File: src/rtl/dma_desc_pkg.sv
// Shared types for the im2col descriptor sequencer: default widths, FSM states, descriptor layout.
// Latency: n/a (types only).
// Backpressure: n/a.
package dma_desc_pkg;

  localparam int ADDR_W_D = 32;
  localparam int INC_W_D  = 23;
  localparam int PAD_W_D  = 8;
  localparam int SIZE_W_D = 16;
  localparam int CNT_W_D  = 16;

  typedef enum logic [2:0] {IDLE, LOAD, ISSUE, WAIT, DRAIN} state_t;

  // rpt doubles as the remaining-repeats counter once a descriptor is in the working register
  typedef struct packed {
    logic [ADDR_W_D-1:0] in_ptr;
    logic [ADDR_W_D-1:0] out_ptr;
    logic [INC_W_D-1:0]  in_inc_d2;
    logic [PAD_W_D-1:0]  pad_top;
    logic [PAD_W_D-1:0]  pad_bottom;
    logic [PAD_W_D-1:0]  pad_left;
    logic [PAD_W_D-1:0]  pad_right;
    logic [SIZE_W_D-1:0] size_d1;
    logic [SIZE_W_D-1:0] size_d2;
    logic [CNT_W_D-1:0]  rpt;
    logic [ADDR_W_D-1:0] in_stride;
    logic [ADDR_W_D-1:0] out_stride;
  } desc_t;

endpackage

File: src/rtl/dma_desc_fifo.sv
// Generic FIFO with registered pointers; head is read combinationally from storage.
// Latency: a pushed entry becomes visible at the head the cycle after the push.
// Backpressure: full_o must gate the producer; flush_i empties the queue and drops a coincident push.
module dma_desc_fifo #(
  parameter int W     = 8,
  parameter int DEPTH = 4
) (
  input  logic                   clk_i,
  input  logic                   rst_i,
  input  logic                   flush_i,
  input  logic                   push_i,
  input  logic [W-1:0]           din_i,
  input  logic                   pop_i,
  output logic [W-1:0]           dout_o,
  output logic                   full_o,
  output logic                   empty_o,
  output logic [$clog2(DEPTH):0] level_o
);

  localparam int AW = $clog2(DEPTH);
  localparam logic [AW:0] FULL_LVL = (AW+1)'(DEPTH);

  logic [W-1:0] r_mem [DEPTH];
  logic [AW:0]  r_wr;
  logic [AW:0]  r_rd;

  // pointer update; the extra MSB distinguishes full from empty
  always_ff @(posedge clk_i or posedge rst_i) begin
    if (rst_i) begin
      r_wr <= '0;
      r_rd <= '0;
    end else if (flush_i) begin
      r_wr <= '0;
      r_rd <= '0;
    end else begin
      if (push_i) r_wr <= r_wr + 1'b1;
      if (pop_i)  r_rd <= r_rd + 1'b1;
    end
  end

  // storage write, no reset needed since empty_o masks stale entries
  always_ff @(posedge clk_i) begin
    if (push_i && !flush_i) r_mem[r_wr[AW-1:0]] <= din_i;
  end

  assign dout_o  = r_mem[r_rd[AW-1:0]];
  assign level_o = r_wr - r_rd;
  assign full_o  = (level_o == FULL_LVL);
  assign empty_o = (level_o == '0);

endmodule

File: src/rtl/dma_desc_seq.sv
// Descriptor sequencer: queues padded 2D transfers, issues each to the DMA, re-issues repeats with strided pointers.
// Latency: push at t -> pop t+1 -> LOAD t+2 -> dma_valid_o at t+3; a repeat re-issues the cycle after dma_done_i.
// Backpressure: push_ready_o low while the FIFO is full; dma_valid_o and fields held stable until dma_ready_i.
module dma_desc_seq
  import dma_desc_pkg::*;
#(
  parameter int ADDR_W = ADDR_W_D,
  parameter int INC_W  = INC_W_D,
  parameter int PAD_W  = PAD_W_D,
  parameter int SIZE_W = SIZE_W_D,
  parameter int CNT_W  = CNT_W_D,
  parameter int DEPTH  = 4
) (
  input  logic                   clk_i,
  input  logic                   rst_i,
  input  logic                   enable_i,
  input  logic                   abort_i,
  input  logic                   clear_i,
  input  logic                   push_valid_i,
  output logic                   push_ready_o,
  input  logic [ADDR_W-1:0]      push_in_ptr_i,
  input  logic [ADDR_W-1:0]      push_out_ptr_i,
  input  logic [INC_W-1:0]       push_in_inc_d2_i,
  input  logic [PAD_W-1:0]       push_pad_top_i,
  input  logic [PAD_W-1:0]       push_pad_bottom_i,
  input  logic [PAD_W-1:0]       push_pad_left_i,
  input  logic [PAD_W-1:0]       push_pad_right_i,
  input  logic [SIZE_W-1:0]      push_size_d1_i,
  input  logic [SIZE_W-1:0]      push_size_d2_i,
  input  logic [CNT_W-1:0]       push_rpt_i,
  input  logic [ADDR_W-1:0]      push_in_stride_i,
  input  logic [ADDR_W-1:0]      push_out_stride_i,
  output logic                   dma_valid_o,
  input  logic                   dma_ready_i,
  output logic [ADDR_W-1:0]      dma_in_ptr_o,
  output logic [ADDR_W-1:0]      dma_out_ptr_o,
  output logic [INC_W-1:0]       dma_in_inc_d2_o,
  output logic [PAD_W-1:0]       dma_pad_top_o,
  output logic [PAD_W-1:0]       dma_pad_bottom_o,
  output logic [PAD_W-1:0]       dma_pad_left_o,
  output logic [PAD_W-1:0]       dma_pad_right_o,
  output logic [SIZE_W-1:0]      dma_size_d1_o,
  output logic [SIZE_W-1:0]      dma_size_d2_o,
  input  logic                   dma_done_i,
  output logic                   busy_o,
  output logic                   irq_o,
  output logic                   err_o,
  output logic [CNT_W-1:0]       done_cnt_o,
  output logic [$clog2(DEPTH):0] level_o
);

  state_t           r_state;
  desc_t            r_desc;
  logic [CNT_W-1:0] r_done_cnt;
  logic             r_err;
  logic             r_irq;

  desc_t w_push_desc;
  desc_t w_head;
  logic  w_full;
  logic  w_empty;
  logic  w_push;
  logic  w_pop;
  logic  w_zero;
  logic  w_cnt_inc;
  logic  w_err_set;

  assign w_push_desc = '{in_ptr:     push_in_ptr_i,
                         out_ptr:    push_out_ptr_i,
                         in_inc_d2:  push_in_inc_d2_i,
                         pad_top:    push_pad_top_i,
                         pad_bottom: push_pad_bottom_i,
                         pad_left:   push_pad_left_i,
                         pad_right:  push_pad_right_i,
                         size_d1:    push_size_d1_i,
                         size_d2:    push_size_d2_i,
                         rpt:        push_rpt_i,
                         in_stride:  push_in_stride_i,
                         out_stride: push_out_stride_i};

  // abort drops any push in the same cycle; popping only from IDLE
  assign w_push    = push_valid_i && !w_full && !abort_i;
  assign w_pop     = (r_state == IDLE) && enable_i && !w_empty && !abort_i;
  assign w_zero    = (r_desc.size_d1 == '0) || (r_desc.size_d2 == '0);
  assign w_cnt_inc = (r_state == WAIT) && dma_done_i && !abort_i;
  assign w_err_set = (r_state == LOAD) && w_zero && !abort_i;

  dma_desc_fifo #(
    .W     ($bits(desc_t)),
    .DEPTH (DEPTH)
  ) u_fifo (
    .clk_i   (clk_i),
    .rst_i   (rst_i),
    .flush_i (abort_i),
    .push_i  (w_push),
    .din_i   (w_push_desc),
    .pop_i   (w_pop),
    .dout_o  (w_head),
    .full_o  (w_full),
    .empty_o (w_empty),
    .level_o (level_o)
  );

  // main sequencer: load, issue, wait for completion, stride and re-issue repeats
  always_ff @(posedge clk_i or posedge rst_i) begin
    if (rst_i) begin
      r_state <= IDLE;
      r_desc  <= '0;
      r_irq   <= 1'b0;
    end else begin
      r_irq <= 1'b0;
      case (r_state)
        IDLE: begin
          if (w_pop) begin
            r_desc  <= w_head;
            r_state <= LOAD;
          end
        end
        LOAD: begin
          if (abort_i || w_zero) r_state <= IDLE;
          else                   r_state <= ISSUE;
        end
        ISSUE: begin
          if (abort_i)          r_state <= IDLE;
          else if (dma_ready_i) r_state <= WAIT;
        end
        WAIT: begin
          if (abort_i) begin
            // a completion landing with the abort already ends the transfer
            r_state <= dma_done_i ? IDLE : DRAIN;
          end else if (dma_done_i) begin
            if (r_desc.rpt == '0) begin
              r_state <= IDLE;
              r_irq   <= w_empty && !w_push;
            end else begin
              r_desc.rpt     <= r_desc.rpt - 1'b1;
              r_desc.in_ptr  <= r_desc.in_ptr + r_desc.in_stride;
              r_desc.out_ptr <= r_desc.out_ptr + r_desc.out_stride;
              r_state        <= ISSUE;
            end
          end
        end
        DRAIN: begin
          if (dma_done_i) r_state <= IDLE;
        end
        default: r_state <= IDLE;
      endcase
    end
  end

  // completion counter and sticky error; clear beats a coincident update
  always_ff @(posedge clk_i or posedge rst_i) begin
    if (rst_i) begin
      r_done_cnt <= '0;
      r_err      <= 1'b0;
    end else if (clear_i) begin
      r_done_cnt <= '0;
      r_err      <= 1'b0;
    end else begin
      if (w_cnt_inc) r_done_cnt <= r_done_cnt + 1'b1;
      if (w_err_set) r_err      <= 1'b1;
    end
  end

  assign push_ready_o     = !w_full;
  assign dma_valid_o      = (r_state == ISSUE);
  assign dma_in_ptr_o     = r_desc.in_ptr;
  assign dma_out_ptr_o    = r_desc.out_ptr;
  assign dma_in_inc_d2_o  = r_desc.in_inc_d2;
  assign dma_pad_top_o    = r_desc.pad_top;
  assign dma_pad_bottom_o = r_desc.pad_bottom;
  assign dma_pad_left_o   = r_desc.pad_left;
  assign dma_pad_right_o  = r_desc.pad_right;
  assign dma_size_d1_o    = r_desc.size_d1;
  assign dma_size_d2_o    = r_desc.size_d2;
  assign busy_o           = (r_state != IDLE) || !w_empty;
  assign irq_o            = r_irq;
  assign err_o            = r_err;
  assign done_cnt_o       = r_done_cnt;

endmodule

File: config.mk
export PLATFORM = sky130hd
export DESIGN_NAME = dma_desc_seq
export DESIGN_NICKNAME = d
export VERILOG_FILES = /design/src/rtl/dma_desc_pkg.sv /design/src/rtl/dma_desc_fifo.sv /design/src/rtl/dma_desc_seq.sv
export SDC_FILE = /design/constraint.sdc
export NUM_CORES = 2
export LEC_CHECK = 0
export ABC_AREA = 0
export BUFFER_PORTS_ARGS = -buffer_cell sky130_fd_sc_hd__buf_2
export CAP_MARGIN = 20
export CORE_UTILIZATION = 40
export DETAILED_ROUTE_END_ITERATION = 6
export SLEW_MARGIN = 20
export SYNTH_ARGS = -nofsm -noshare
export SYNTH_HDL_FRONTEND = slang
export SYNTH_HIERARCHICAL = 1
export SYNTH_SLANG_ARGS = --single-unit
export TNS_END_PERCENT = 5
File: constraint.sdc
create_clock -name clk_i -period 11.9 [get_ports clk_i]
set_input_delay 1.19 -clock clk_i [delete_from_list [all_inputs] [get_ports clk_i]]
set_output_delay 1.19 -clock clk_i [all_outputs]
set_load 0.03 [all_outputs]
After elaboration in Yosys (flattened, before gate mapping)
Memory sizes are Yosys's and may differ from the RTL's. Index checks and enable logic that the tools add are counted. W data, S select, Z words.

$add $sub $neg: 7. Equal/unequal tests: 12. Muxes and demuxes: 33. Reduce and logical (&&, ||, !) cells: 32.

Operators with widths (number): $mux W231 (1); $mux W64 (3); $pmux W64 S2 (1); $mux W16 (5); $add A32 B32 Y32 (2); $logic_not A16 Y1 (3); $mux W3 (11); $pmux W16 S2 (1); $add A16 B1 Y16 const B (1); $sub A16 B1 Y16 const B (1); $pmux W3 S5 (1); $logic_and A1 B1 Y1 (11); $reduce_bool A2 Y1 (5); $mux W1 (8); $ne A2 B2 Y1 const B (4); $add A3 B1 Y3 const B (2); $eq A3 B2 Y1 const B (2); $eq A3 B3 Y1 const B (2); $logic_not A3 Y1 (2); $reduce_and A5 Y1 (1); $logic_not A1 Y1 (4); $mux W2 (2); $reduce_and A4 Y1 (1); $eq A3 B1 Y1 const B (1); 7 further kinds (9).

Flip-flop bits (word level): 258. Bits in writable memories: 924. Logic and storage cells: 103. Memories kept: 1.

Memory list: u_fifo.r_mem (depth 4, width 231, rd ports 1, clocked after memory_dff 0, write ports 1, RTL line dma_desc_fifo.sv:23) `logic [W-1:0] r_mem [DEPTH];`.

Logic depth before layout (Yosys ltp)
Depth in word-level cells: 11. Gate-level depth with buffers: 13. Depth with buffers taken out: 12.

Modules after synthesis
The synthesis kept the hierarchy.

By module, submodules not included: dma_desc_fifo (instances 1, cells each 1248, area an instance 33763.6 um^2, sequential area each 27896.8 um^2); dma_desc_seq (instances 1, cells each 1755, area an instance 14662.8 um^2, sequential area each 6306.0 um^2).

Least setup slack after synthesis
No wires, ideal clock.

Path kind: register to register. Start: reg u_fifo.r_wr[0]. End: mem u_fifo/r_mem[0][0] (netlist name), enable pin. Arrival time: 7.668 ns. Setup slack: 3.611 ns. Cell stages (with the launch flop): 11. Clock period less this slack: 8.289 ns. Cell sequence: dfrtp_1 -> inv_1 -> ha_1 -> fa_1 -> xor3_1 -> nor2b_1 -> inv_1 -> nand2_1 -> nor2_1 -> nor2b_1 -> and2_1.

Cells in the longest elaborated chain, start to end: 8.

RTL lines: start: declaration (RTL line dma_desc_fifo.sv:24) `logic [AW:0] r_wr;`; start signal: assignment (RTL line dma_desc_fifo.sv:36) `if (push_i) r_wr <= r_wr + 1'b1;`; $sub A3 B3 Y3 (RTL line dma_desc_fifo.sv:47) `assign level_o = r_wr - r_rd;`; via level_o[2] (RTL line dma_desc_seq.sv:49) `output logic [$clog2(DEPTH):0] level_o`; $eq A3 B3 Y1 (RTL line dma_desc_fifo.sv:48) `assign full_o = (level_o == FULL_LVL);`; via w_full (RTL line dma_desc_seq.sv:60) `logic w_full;`; $logic_not A1 Y1; via push_ready_o (RTL line dma_desc_seq.sv:20) `output logic push_ready_o,`; $logic_and A1 B1 Y1 (2 in a row) (RTL line dma_desc_seq.sv:82) `assign w_push = push_valid_i && !w_full && !abort_i;`; via w_push (RTL line dma_desc_seq.sv:62) `logic w_push;`; $logic_and A1 B1 Y1 (RTL line dma_desc_fifo.sv:43) `if (push_i && !flush_i) r_mem[r_wr[AW-1:0]] <= din_i;`; $mux W1 (RTL line dma_desc_fifo.sv:43); $mux W1 (not written as such) (RTL line dma_desc_fifo.sv:43); end: declaration (RTL line dma_desc_fifo.sv:23).

The timed path passes the listed nets, and every way through them passes these cells.

Worst setup path after layout
Start: reg u_fifo.r_rd[0]. End: mem u_fifo/r_mem[2][100] (netlist name), enable pin.

Cells in the longest elaborated chain, start to end: 8.

RTL lines: start: declaration (RTL line dma_desc_fifo.sv:25) `logic [AW:0] r_rd;`; start signal: assignment (RTL line dma_desc_fifo.sv:37) `if (pop_i) r_rd <= r_rd + 1'b1;`; $sub A3 B3 Y3 (RTL line dma_desc_fifo.sv:47); $eq A3 B3 Y1 (RTL line dma_desc_fifo.sv:48); via w_full (RTL line dma_desc_seq.sv:60); $logic_not A1 Y1 (RTL line dma_desc_seq.sv:82); $logic_and A1 B1 Y1 (2 in a row) (RTL line dma_desc_seq.sv:82); via w_push (RTL line dma_desc_seq.sv:62); $logic_and A1 B1 Y1 (RTL line dma_desc_fifo.sv:43); $mux W1 (RTL line dma_desc_fifo.sv:43); $mux W1 (not written as such) (RTL line dma_desc_fifo.sv:43).

The timed path passes the listed nets, and every way through them passes these cells.

==> impl_metrics.env <==
export IMPL_dieArea_um2=122000
export IMPL_drc=0
export IMPL_path_clk_slew_ns=0.06
export IMPL_status="completed"
export IMPL_synth_simple_area_share_pct=6.67
export IMPL_yosysSeqAreaShare_pct=70.6
export IMPL_setup_viol=0
export IMPL_cp_cell_sequence="ha_1 -> fa_1 -> xor3_1 -> nor2b_1 -> inv_1 -> nand2_1 -> nor2_1 -> nor2b_1 -> and2_4 -> buf_12 -> buf_4"
export IMPL_syn_num_nets=3316
export IMPL_critPathMaxFanout=121
export IMPL_antenna_found_initial=68
export IMPL_synth_flop_cell="edfxtp_1"
export IMPL_cp_arrival_ns=5.86
export IMPL_synth_top_area_share_pct=57.3
export IMPL_clk_latency_ns=0.75
export IMPL_grt_start_max_net_pins=141
export IMPL_final_common_cell="edfxtp_1"
export IMPL_maxCapViolCount=0
export IMPL_finalMaxSlewViolations=0
export IMPL_min_period_ns=5.50
export IMPL_synth_area_leader_cell="edfxtp_1"
export IMPL_cpMostUsedCell="nor2b_1"
export IMPL_max_slew_margin_pct=22.6
export IMPL_power_density_nw_per_um2=224
export IMPL_hold_buffers=0
export IMPL_synth_area_mux_share_pct=10.9
export IMPL_post_cts_buffers=0
export IMPL_pwr_share_comb_pct=25.2
export IMPL_fin_util_pct=46.2
export IMPL_drtAntennaViolNets=0
export IMPL_switching_power_uw=3960
export IMPL_fin_setup_tns_ns=0
export IMPL_post_drt_via_cell_ratio=5.19
export IMPL_worst_slew_pin_slew_ns=1.16
export IMPL_postSynth_asyncResetShare_pct=21.8
export IMPL_syn_avg_cell_area_um2=16.1
export IMPL_layout_nets=3611
export IMPL_wirelength_mm=116
export IMPL_r2r_start="u_fifo/r_rd[0]$_DFFE_PP0P_"
export IMPL_ys_top_cells_by_area="edfxtp_1, dfrtp_1, mux4_2"
export IMPL_die_width_um=350
export IMPL_drtIter0Drc=1794
export IMPL_start_util_pct=40.4
export IMPL_path_delay_family="simple AND/OR/NAND/NOR gates"
export IMPL_first_global_vias=26600
export IMPL_synth_edf_count=924
export IMPL_rsz0062_at_grt="no"
export IMPL_synth_seq_cells=1182
export IMPL_place_hpwl_mm=72.6
export IMPL_worst_path_largest_cell_delay_ns=0.98
export IMPL_hold_path_class="input pin to async pin"
export IMPL_critical_path_class="register to register"
export IMPL_synthesis_area_um2=48400
export IMPL_critical_path_buf_inv_count=3
export IMPL_final_cell_mix="edfxtp_1, nand2_1, buf_2"
export IMPL_drtPass1Iterations=5
export IMPL_max_freq_mhz=182
export IMPL_leakage_uw=0.0204
export IMPL_overflow=0
export IMPL_setup_ws_ns=6.40
export IMPL_p_int_uw=8460
export IMPL_coreArea_um2=120000
export IMPL_grt_usage_pct=19.0
export IMPL_vdd_ir_drop_max_uv=162
export IMPL_syn2layout_area_growth_pct=14.5
export IMPL_port_buffers=413
export IMPL_crit_path_end_kind="register"
export IMPL_fin_skew_ns=0.0216
export IMPL_synthAdderAreaFrac_pct=1.96
export IMPL_finalPower_uw=12400
export IMPL_top_level_ports=414
export IMPL_synth_cells=3003
export IMPL_period_share_pct=46.2
export IMPL_crit_required_ns=12.26
export IMPL_die_height_um=350
export IMPL_hold_viol=0
export IMPL_r2r_cells=11
export IMPL_place_congestion=0.830
export IMPL_h_tree_depth=4
export IMPL_cts_made_buffers=130
export IMPL_clkPwrFrac_pct=32.8
export IMPL_cts_resized=0
export IMPL_p_sw_share_pct=31.9
export IMPL_synth_xor_xnor_area_share_pct=1.33
export IMPL_yosysUniqueCellTypes=73
export IMPL_start_kind="register"
export IMPL_ctsRootBufferMaster="clkbuf_16"
export IMPL_num_rows=127
export IMPL_vias=26100
export IMPL_drive_gt1_share_pct=26.3
export IMPL_synth_top_family_by_area="multiplexers"
export IMPL_drt_wirelength_per_cell_um=23.0
export IMPL_pre_cts_ws_ns=6.29
export IMPL_cp_slowest_cell="dfrtp_4"
export IMPL_cts_sinks=1182
export IMPL_r2r_slack_ns=6.40
export IMPL_synth_compound_area_share_pct=4.54
export IMPL_pwr_share_seq_pct=42.0
export IMPL_r2r_end="u_fifo/r_mem[2][100]$_DFFE_PP_"
export IMPL_cts_tree="yes"
export IMPL_yosysWarningCount=6
export IMPL_grt_pass1_wl_mm=172
export IMPL_cts_buffer_depth=3
==> through the flow <==
step / area (um^2) / hold WS (ns) / std cells
CTS: 55400 / 0.410 / 5015
detailed placement: 51000 / 0.457 / 4778
finish: 55400 / 0.466 / 5036
floorplan: 48400 / 0.447 / 3003
global route: 55400 / 0.444 / 5020
global placement: 51000 / 0.453 / 4778
==> how the worst max path moves through the flow <==
stage                                from                             end  slack, ns  cells after the start
6_report       u_fifo/r_rd[0]$_DFFE_PP0P_  u_fifo/r_mem[2][100]$_DFFE_PP_       6.40                     11
5_1_grt        u_fifo/r_rd[0]$_DFFE_PP0P_  u_fifo/r_mem[2][100]$_DFFE_PP_       6.02                     11
4_1_cts        u_fifo/r_rd[0]$_DFFE_PP0P_  u_fifo/r_mem[2][100]$_DFFE_PP_       6.27                     11
3_5_place_dp   u_fifo/r_rd[0]$_DFFE_PP0P_  u_fifo/r_mem[2][136]$_DFFE_PP_       6.29                     11
3_3_place_gp   u_fifo/r_rd[0]$_DFFE_PP0P_  u_fifo/r_mem[2][136]$_DFFE_PP_       6.42                     11
2_1_floorplan  u_fifo/r_wr[0]$_DFFE_PP0P_    u_fifo/r_mem[0][0]$_DFFE_PP_       3.61                     10
==> power groups by stage <==
stage	combinational, uW	clock (uW)	sequential [uW]
after floorplan	2660	0	5180
after global placement	3130	0	5300
after detailed placement	3150	0	5300
after CTS	3160	4180	5220
after global routing	3450	4320	5270
final	3130	4070	5220
==> cell type report <==
type	count	area, um^2
Clock buffer	171	3530
Sequential cell	1182	34200
Timing Repair Buffer	443	2330
Clock inverter	66	808
Fill cell	10500	64500
Inverter	29	124
Tap cell	1612	2020
Antenna cell	21	52.6
Multi-Input combinational cell	1512	12400
==> layer usage <==
layer	global-route usage [%]	wire length, um	up-vias
met2	29.3	54000	694
met4	5.46	2240	76
met3	6.58	10400	232
li1	-	-	11900
met1	25.4	48600	13300
met5	0	490	-
==> synthesized netlist by cell type, types with 3 or more instances <==
| library cell | n |
|---|---|
| a311o_1 | 3 |
| inv_1 | 25 |
| buf_1 | 13 |
| buf_6 | 21 |
| o221ai_1 | 3 |
| o21bai_1 | 8 |
| edfxtp_1 | 924 |
| nand4_1 | 14 |
| buf_4 | 151 |
| clkbuf_1 | 69 |
| a221o_1 | 6 |
| a31oi_1 | 9 |
| a211oi_1 | 7 |
| xnor2_1 | 39 |
| dfrtp_1 | 258 |
| nor2b_1 | 7 |
| xor2_1 | 32 |
| nand3_1 | 30 |
| nand2b_1 | 6 |
| nand3b_1 | 4 |
| o21a_1 | 8 |
| mux2i_1 | 7 |
| nor2_1 | 94 |
| o21ai_1 | 64 |
| mux4_2 | 231 |
| a21oi_2 | 3 |
| nor3_1 | 20 |
| a21oi_1 | 105 |
| o211ai_1 | 13 |
| a221oi_1 | 6 |
| and3_1 | 5 |
| nor4_1 | 13 |
| a22oi_1 | 26 |
| nand2_1 | 563 |
| a21o_1 | 34 |
| buf_2 | 26 |
| and2_1 | 10 |
| a32oi_1 | 8 |
| inv_2 | 4 |
| a31o_1 | 4 |
| nor3b_1 | 4 |
| o21ai_0 | 14 |
| fa_1 | 3 |
| ha_1 | 71 |
==> registers in the layout, summed over array words and instances, names as in the netlist, 16 cells and up <==
register	flops
dma_in_inc_d2_o	23
dma_in_ptr_o	32
dma_out_ptr_o	32
dma_size_d1_o	16
dma_size_d2_o	16
done_cnt_o	16
r_desc	80
u_fifo/r_mem	924
==> logic make-up after synthesis <==
group,Yosys count
adders and majority gates,74
and+or+nand+nor,784
DFF,1182
xor gates and xnor gates,72
AOI/OAI and AO/OA,343
muxes,239
buffers and inverters,309
(Power assumes the default switching activity.)
